<file path="src/rtl/encin_phase_dec_if.sv">
// Register/pin bundle between the pin mux, the APB register block and encin_phase_dec.
// master = register block / pin side, slave = decoder.
interface encin_phase_dec_if #(
  parameter int FILT_W = 4
);
  logic              i_reg_ence;
  logic              i_reg_pol;
  logic              i_reg_zclr;
  logic [FILT_W-1:0] i_reg_filt;
  logic [15:0]       i_reg_posmax;
  logic              i_wr_poscnt;
  logic [15:0]       i_wdata;
  logic              i_err_clr;
  logic              i_pina;
  logic              i_pinb;
  logic              i_pinz;
  logic [15:0]       o_reg_poscnt;
  logic [15:0]       o_reg_zcap;
  logic              o_dir;
  logic              o_cnt_pulse;
  logic              o_wrap;
  logic              o_zdet;
  logic              o_phase_err;
  logic              o_err_sticky;

  modport master (
    output i_reg_ence, i_reg_pol, i_reg_zclr, i_reg_filt, i_reg_posmax,
           i_wr_poscnt, i_wdata, i_err_clr, i_pina, i_pinb, i_pinz,
    input  o_reg_poscnt, o_reg_zcap, o_dir, o_cnt_pulse, o_wrap, o_zdet,
           o_phase_err, o_err_sticky
  );

  modport slave (
    input  i_reg_ence, i_reg_pol, i_reg_zclr, i_reg_filt, i_reg_posmax,
           i_wr_poscnt, i_wdata, i_err_clr, i_pina, i_pinb, i_pinz,
    output o_reg_poscnt, o_reg_zcap, o_dir, o_cnt_pulse, o_wrap, o_zdet,
           o_phase_err, o_err_sticky
  );
endinterface

</file>
<file path="src/rtl/encin_phase_dec.sv">
// Quadrature encoder input decoder: per-pin sync + stability filter, x4 decode into a
// wrapping position counter, direction, Z index capture/clear and phase-error reporting.
module encin_phase_dec #(
  parameter int SYNC_STAGES = 2,
  parameter int FILT_W      = 4
) (
  input logic              i_pclk,
  input logic              i_presetn,
  encin_phase_dec_if.slave bus
);

  typedef enum logic [1:0] {
    ST_IDLE = 2'd0,
    ST_ARM  = 2'd1,
    ST_RUN  = 2'd2
  } state_t;

  logic [2:0] pin_raw;
  logic [2:0] pin_filt;

  assign pin_raw = {bus.i_pinz, bus.i_pinb, bus.i_pina};

  // Bit 0 = A, 1 = B, 2 = Z. The run counter saturates so any filt value stays reachable.
  for (genvar gi = 0; gi < 3; gi++) begin : g_pin
    logic [SYNC_STAGES-1:0] sync_q, sync_d;
    logic                   last_q, last_d;
    logic                   filt_q, filt_d;
    logic [FILT_W-1:0]      cnt_q, cnt_d;
    logic                   synced;

    assign synced = sync_q[SYNC_STAGES-1];

    always_comb begin
      sync_d = {sync_q[SYNC_STAGES-2:0], pin_raw[gi]};
      last_d = synced;
      cnt_d  = cnt_q;
      filt_d = filt_q;
      if (synced != last_q) begin
        cnt_d = '0;
      end else if (cnt_q != '1) begin
        cnt_d = cnt_q + 1'b1;
      end
      if ((synced != filt_q) && (cnt_d >= bus.i_reg_filt)) begin
        filt_d = synced;
      end
    end

    always_ff @(posedge i_pclk or negedge i_presetn) begin
      if (!i_presetn) begin
        sync_q <= '0;
        last_q <= 1'b0;
        filt_q <= 1'b0;
        cnt_q  <= '0;
      end else begin
        sync_q <= sync_d;
        last_q <= last_d;
        filt_q <= filt_d;
        cnt_q  <= cnt_d;
      end
    end

    assign pin_filt[gi] = filt_q;
  end

  state_t      state_q, state_d;
  logic [1:0]  prev_idx_q, prev_idx_d;
  logic        z_prev_q, z_prev_d;
  logic [15:0] poscnt_q, poscnt_d;
  logic [15:0] zcap_q, zcap_d;
  logic        dir_q, dir_d;
  logic        cnt_pulse_q, cnt_pulse_d;
  logic        wrap_q, wrap_d;
  logic        zdet_q, zdet_d;
  logic        perr_q, perr_d;
  logic        sticky_q, sticky_d;

  logic [1:0]  idx;
  logic [1:0]  delta;
  logic [15:0] posmax_m1;
  logic        z_rise;
  logic        cnt_up;

  assign posmax_m1 = bus.i_reg_posmax - 16'd1;
  assign z_rise    = pin_filt[2] & ~z_prev_q;
  assign delta     = idx - prev_idx_q;

  // Phase order matches the generator: {A,B} 10,00,01,11 -> 0,1,2,3.
  always_comb begin
    idx = 2'd3;
    unique case ({pin_filt[0], pin_filt[1]})
      2'b10:   idx = 2'd0;
      2'b00:   idx = 2'd1;
      2'b01:   idx = 2'd2;
      default: idx = 2'd3;
    endcase
  end

  always_comb begin
    state_d     = state_q;
    prev_idx_d  = prev_idx_q;
    z_prev_d    = pin_filt[2];
    poscnt_d    = poscnt_q;
    zcap_d      = zcap_q;
    dir_d       = dir_q;
    cnt_pulse_d = 1'b0;
    wrap_d      = 1'b0;
    zdet_d      = 1'b0;
    perr_d      = 1'b0;
    cnt_up      = 1'b0;

    unique case (state_q)
      ST_IDLE: begin
        if (bus.i_wr_poscnt) begin
          poscnt_d = bus.i_wdata;
        end
        state_d = ST_ARM;
      end
      ST_ARM: begin
        prev_idx_d = idx;
        state_d    = ST_RUN;
      end
      ST_RUN: begin
        prev_idx_d = idx;
        if ((delta == 2'd1) || (delta == 2'd3)) begin
          cnt_up      = (delta == 2'd1) ^ bus.i_reg_pol;
          cnt_pulse_d = 1'b1;
          dir_d       = ~cnt_up;
          // Equality-only wrap: a position above a freshly lowered modulus keeps counting.
          if (cnt_up) begin
            if (poscnt_q == posmax_m1) begin
              poscnt_d = 16'd0;
              wrap_d   = 1'b1;
            end else begin
              poscnt_d = poscnt_q + 16'd1;
            end
          end else begin
            if (poscnt_q == 16'd0) begin
              poscnt_d = posmax_m1;
              wrap_d   = 1'b1;
            end else begin
              poscnt_d = poscnt_q - 16'd1;
            end
          end
        end else if (delta == 2'd2) begin
          perr_d = 1'b1;
        end
        if (z_rise) begin
          zdet_d = 1'b1;
          zcap_d = poscnt_q;
          if (bus.i_reg_zclr) begin
            poscnt_d = 16'd0;
            wrap_d   = 1'b0;
          end
        end
      end
      default: state_d = ST_IDLE;
    endcase

    if (!bus.i_reg_ence) begin
      state_d = ST_IDLE;
    end

    // A new error in the clearing cycle keeps the flag set.
    sticky_d = perr_d | (sticky_q & ~bus.i_err_clr);
  end

  always_ff @(posedge i_pclk or negedge i_presetn) begin
    if (!i_presetn) begin
      state_q     <= ST_IDLE;
      prev_idx_q  <= 2'd0;
      z_prev_q    <= 1'b0;
      poscnt_q    <= 16'd0;
      zcap_q      <= 16'd0;
      dir_q       <= 1'b0;
      cnt_pulse_q <= 1'b0;
      wrap_q      <= 1'b0;
      zdet_q      <= 1'b0;
      perr_q      <= 1'b0;
      sticky_q    <= 1'b0;
    end else begin
      state_q     <= state_d;
      prev_idx_q  <= prev_idx_d;
      z_prev_q    <= z_prev_d;
      poscnt_q    <= poscnt_d;
      zcap_q      <= zcap_d;
      dir_q       <= dir_d;
      cnt_pulse_q <= cnt_pulse_d;
      wrap_q      <= wrap_d;
      zdet_q      <= zdet_d;
      perr_q      <= perr_d;
      sticky_q    <= sticky_d;
    end
  end

  assign bus.o_reg_poscnt = poscnt_q;
  assign bus.o_reg_zcap   = zcap_q;
  assign bus.o_dir        = dir_q;
  assign bus.o_cnt_pulse  = cnt_pulse_q;
  assign bus.o_wrap       = wrap_q;
  assign bus.o_zdet       = zdet_q;
  assign bus.o_phase_err  = perr_q;
  assign bus.o_err_sticky = sticky_q;

endmodule

</file>
<file path="src/flat_wrapper.sv">
// flat-port wrapper written by rule: the top's interface ports become plain ports
module encin_phase_dec_flat 
#(
  parameter int SYNC_STAGES = 2,
  parameter int FILT_W      = 4
)
  (i_pclk, i_presetn, bus_i_reg_ence, bus_i_reg_pol, bus_i_reg_zclr, bus_i_reg_filt, bus_i_reg_posmax, bus_i_wr_poscnt, bus_i_wdata, bus_i_err_clr, bus_i_pina, bus_i_pinb, bus_i_pinz, bus_o_reg_poscnt, bus_o_reg_zcap, bus_o_dir, bus_o_cnt_pulse, bus_o_wrap, bus_o_zdet, bus_o_phase_err, bus_o_err_sticky);
  encin_phase_dec_if #(.FILT_W(FILT_W)) bus_i ();
  input logic i_pclk;
  input logic i_presetn;
  input wire logic [$bits(bus_i.i_reg_ence)-1:0] bus_i_reg_ence;
  input wire logic [$bits(bus_i.i_reg_pol)-1:0] bus_i_reg_pol;
  input wire logic [$bits(bus_i.i_reg_zclr)-1:0] bus_i_reg_zclr;
  input wire logic [$bits(bus_i.i_reg_filt)-1:0] bus_i_reg_filt;
  input wire logic [$bits(bus_i.i_reg_posmax)-1:0] bus_i_reg_posmax;
  input wire logic [$bits(bus_i.i_wr_poscnt)-1:0] bus_i_wr_poscnt;
  input wire logic [$bits(bus_i.i_wdata)-1:0] bus_i_wdata;
  input wire logic [$bits(bus_i.i_err_clr)-1:0] bus_i_err_clr;
  input wire logic [$bits(bus_i.i_pina)-1:0] bus_i_pina;
  input wire logic [$bits(bus_i.i_pinb)-1:0] bus_i_pinb;
  input wire logic [$bits(bus_i.i_pinz)-1:0] bus_i_pinz;
  output wire logic [$bits(bus_i.o_reg_poscnt)-1:0] bus_o_reg_poscnt;
  output wire logic [$bits(bus_i.o_reg_zcap)-1:0] bus_o_reg_zcap;
  output wire logic [$bits(bus_i.o_dir)-1:0] bus_o_dir;
  output wire logic [$bits(bus_i.o_cnt_pulse)-1:0] bus_o_cnt_pulse;
  output wire logic [$bits(bus_i.o_wrap)-1:0] bus_o_wrap;
  output wire logic [$bits(bus_i.o_zdet)-1:0] bus_o_zdet;
  output wire logic [$bits(bus_i.o_phase_err)-1:0] bus_o_phase_err;
  output wire logic [$bits(bus_i.o_err_sticky)-1:0] bus_o_err_sticky;
  assign bus_i.i_reg_ence = bus_i_reg_ence;
  assign bus_i.i_reg_pol = bus_i_reg_pol;
  assign bus_i.i_reg_zclr = bus_i_reg_zclr;
  assign bus_i.i_reg_filt = bus_i_reg_filt;
  assign bus_i.i_reg_posmax = bus_i_reg_posmax;
  assign bus_i.i_wr_poscnt = bus_i_wr_poscnt;
  assign bus_i.i_wdata = bus_i_wdata;
  assign bus_i.i_err_clr = bus_i_err_clr;
  assign bus_i.i_pina = bus_i_pina;
  assign bus_i.i_pinb = bus_i_pinb;
  assign bus_i.i_pinz = bus_i_pinz;
  assign bus_o_reg_poscnt = bus_i.o_reg_poscnt;
  assign bus_o_reg_zcap = bus_i.o_reg_zcap;
  assign bus_o_dir = bus_i.o_dir;
  assign bus_o_cnt_pulse = bus_i.o_cnt_pulse;
  assign bus_o_wrap = bus_i.o_wrap;
  assign bus_o_zdet = bus_i.o_zdet;
  assign bus_o_phase_err = bus_i.o_phase_err;
  assign bus_o_err_sticky = bus_i.o_err_sticky;
  encin_phase_dec #(.SYNC_STAGES(SYNC_STAGES), .FILT_W(FILT_W)) u_core (.i_pclk(i_pclk), .i_presetn(i_presetn), .bus(bus_i));
endmodule
</file>
<file path="config.mk">
export PLATFORM = sky130hd
export DESIGN_NAME = encin_phase_dec_flat
export DESIGN_NICKNAME = d
export VERILOG_FILES = /design/src/rtl/encin_phase_dec_if.sv /design/src/rtl/encin_phase_dec.sv /design/src/flat_wrapper.sv
export SDC_FILE = /design/constraint.sdc
export NUM_CORES = 1
export LEC_CHECK = 0
export CORE_ASPECT_RATIO = 1.5
export CORE_MARGIN = 4
export CORE_UTILIZATION = 30
export CTS_BUF_LIST = sky130_fd_sc_hd__clkbuf_8
export CTS_CLUSTER_DIAMETER = 30
export DETAILED_ROUTE_END_ITERATION = 10
export GPL_ROUTABILITY_DRIVEN = 0
export GPL_TIMING_DRIVEN = 1
export PLACE_DENSITY_LB_ADDON = 0.2
export SLEW_MARGIN = 20
export SYNTH_ARGS = -nofsm -noshare
export SYNTH_HDL_FRONTEND = slang
export SYNTH_SLANG_ARGS = --single-unit
</file>
<file path="constraint.sdc">
create_clock -name i_pclk -period 2.55 [get_ports i_pclk]
set_clock_uncertainty 0.05 [all_clocks]
set_input_delay 0.51 -clock i_pclk [delete_from_list [all_inputs] [get_ports i_pclk]]
set_output_delay 0.51 -clock i_pclk [all_outputs]
set_load 0.05 [all_outputs]
</file>
==> summary.txt <==
Synthesis-to-layout area growth - 48.9%
CTS Buf Count - 9
Flops & latches, synth - 67
Starting DRT DRC Count - 392
Core area - 16300 um^2
Latest clock arrival within the worst-skew pair - 0.34 ns
Core Rows - 57
DP HPWL - 13300 um
RR Endpoint - u_core.bus.o_reg_poscnt[0]
Crit path kind - primary input to flip-flop
Synthesized cell area - 5010 um^2
Endpoint class of the critical path - flip-flop
Synthesized area per cell - 8.65 um^2
Clock transition at path regs - 0.08 ns
Seq/Total Area, Yosys - 0.335
Slew Viols, Final - 0
Number of global-route vias before repair - 5420
Total of max-cap violations - 0
Primary FF master, synth - dfrtp_1
P_leak - 3.28 nW
Slew @ Worst Pin - 0.619 ns
Clk buf depth - 2
Placed Cells - 937
Post-Layout Cell Count - 971
Fmax - 347 MHz
Drt via density - 5.38
H-tree Lvls - 3
Total chip power - 8.90 mW
Number of cells on the worst reg-to-reg path - 11
CTS sink cnt - 67
Ys async rst share - 1.00
Die ar. - 18900 um^2
PwrDens - 1190 nW/um^2
Syn. warnings - 0
Distinct cells, synth - 64
Crit path max fanout - 5
Dpl ws - -1.11 ns
Final antenna-violating net count - 0
Critical Path AT - 3.11 ns
Die W - 114 um
Final period utilization - 1.13
Final Core Density - 0.457
Pre-antenna DRT Iters - 5
Syn Inst Count - 579
Post-CTS Hold Buffers - 0
CP startpoint kind - primary input
Tmin final - 2.88 ns
DRC errors left - 0
Failing checks - negative setup slack
Yosys top cell by area - dfrtp_1
GRT Overall Usage - 0.183
Global-route wire length before repair - 27700 um
Initial antenna violation count - 0
IO buf count - 83
Max-slew headroom - 0.584
Routed len/inst - 18.1 um
Starting Density - 0.307
Synth top area share - 0.335
Grt ovf - 0
Via count - 5226
Worst hold path class - primary input to asynchronous set/reset pin
Final Hold Viols - 0
Top Ports - 84
DIE HEIGHT - 166 um
Layout cells sized above 1 - 0.295
Worst setup margin - -0.332 ns
CTS tree - yes
Root Driver - clkbuf_8
Syn Nets - 651
Maximum VDD drop - 0.702 mV
RSZ-0062 raised after global routing - true
Finish-stage setup viols - 17
Largest net degree at the start of global routing - 45
EDFF count, synth - 0
Reg2Reg Setup Slack - -0.26 ns
Status - complete, but fails checks
WL final - 17600 um
Ant diodes - 0
Synth top area cells - dfrtp_1 (33%), ha_1 (6.5%), xnor2_1 (5.6%)
Reg2reg start - u_core.g_pin[1].filt_q
Final nets - 832
Worst path required time - 2.78 ns
[Yosys cell counts, types with 5 or more instances]
library cell,number
o21ai_0,35
nand2_1,56
o211ai_1,14
xor2_1,20
a21o_1,9
nor3b_1,9
a221oi_1,7
or4_1,8
xnor2_1,32
inv_1,25
or3_1,7
mux2i_1,5
nor2_1,45
a2bb2oi_1,5
a21oi_1,22
ha_1,26
and3_1,10
mux2_2,16
nor2b_1,6
dfrtp_1,67
nand2b_1,10
nor4_1,5
nor3_1,23
a31oi_1,7
clkbuf_1,32
nand3_1,17
[worst max-delay path by stage]
stage	from	end	slack, ns	cells past startpoint
floorplan	bus_i_reg_posmax[1]	u_core.bus.o_reg_poscnt[15]	-0.52	12
detailed placement	bus_i_reg_posmax[0]	u_core.bus.o_reg_poscnt[3]	-1.11	12
global route	u_core.g_pin[1].filt_q	u_core.bus.o_reg_poscnt[9]	-0.38	11
finish	bus_i_reg_posmax[1]	u_core.bus.o_reg_poscnt[8]	-0.33	11
CTS	bus_i_reg_posmax[0]	u_core.bus.o_reg_poscnt[15]	-0.52	12
global placement	bus_i_reg_posmax[1]	u_core.bus.o_reg_poscnt[3]	-1.08	12
[metrics by stage]
step                instance area, um^2  TNS [ns]  hold WS [ns]
floorplan                          5090     -7.03         0.164
global placement                   6800    -17.20         0.285
detailed placement                 6800    -17.74         0.290
CTS                                7220     -7.84        0.0982
global route                       7460     -5.80         0.123
finish                             7460     -4.49         0.101
[power breakdown]
group	switching [mW]	internal, mW
Combinational	3.78	2.52
Sequential	0.286	1.40
Clock	0.439	0.478
[kinds of logic after synthesis]
kind of cell | count (synthesis) | synth area share
muxes | 21 | 0.0460
xor gates and xnor gates | 53 | 0.0957
DFF | 67 | 0.335
adders and majority gates | 26 | 0.0650
buffers and inverters | 62 | 0.0497
and+or+nand+nor | 211 | 0.217
AOI/OAI and AO/OA | 139 | 0.192
[per-layer routing]
| metal | vias to the layer above | routed length, um | track usage |
|---|---|---|---|
| li1 | 2447 | - | - |
| met1 | 2494 | 6810 | 0.211 |
| met2 | 226 | 9000 | 0.321 |
| met3 | 59 | 927 | 0.0317 |
| met4 | 0 | 837 | 0.0926 |
| met5 | - | 0 | 0 |
[sequential cells by signal, summed over array words and instances (netlist names)]
name and flops:
u_core.bus.o_cnt_pulse 1, u_core.bus.o_dir 1, u_core.bus.o_err_sticky 1, u_core.bus.o_phase_err 1, u_core.bus.o_reg_poscnt 16, u_core.bus.o_reg_zcap 16, u_core.bus.o_wrap 1, u_core.bus.o_zdet 1
u_core.g_pin.cnt_q 12, u_core.g_pin.filt_q 3, u_core.g_pin.last_q 3, u_core.g_pin.sync_q 6, u_core.prev_idx_q 2, u_core.state_q 2, u_core.z_prev_q 1
[final cells by class]
type	instances	area [um^2]
flip-flops and latches	67	1680
inverters	25	114
repair buffers	206	1800
fillers	1558	8870
well taps	206	258
clock inverters	6	65.1
multi-input cells	451	3400
clock buffers	10	138
[worst max-delay path: stages]
cell and delay (ns):
buf_12 0.11, buf_6 0.11, or4_4 0.59, or4_4 0.46, o311ai_4 0.09, a2111oi_2 0.08, and2b_2 0.26, a211o_4 0.38
buf_6 0.13, o221a_2 0.25, nor3_2 0.14
[cells in the final DEF (no fill, tap or decap), drive strengths merged, types with 20 or more instances in the layout]
cell,synthesis,routed
a21oi,22,22
buf,5,127
clkdlybuf4s50,0,68
dfrtp,67,67
ha,26,26
inv,25,25
nand2,56,56
nor2,45,45
nor3,23,23
o21ai,36,36
xnor2,32,32
xor2,20,20
[timing repair]
action / in CTS / in global routing
gates resized for setup: 44 / 61
setup endpoints to repair: 18 / 21
hold endpoints to repair: 0 / 0
cloned: 1 / 0
pin swaps: 26 / 36
buffers inserted: 10 / 9
(Power assumes the default switching activity.)
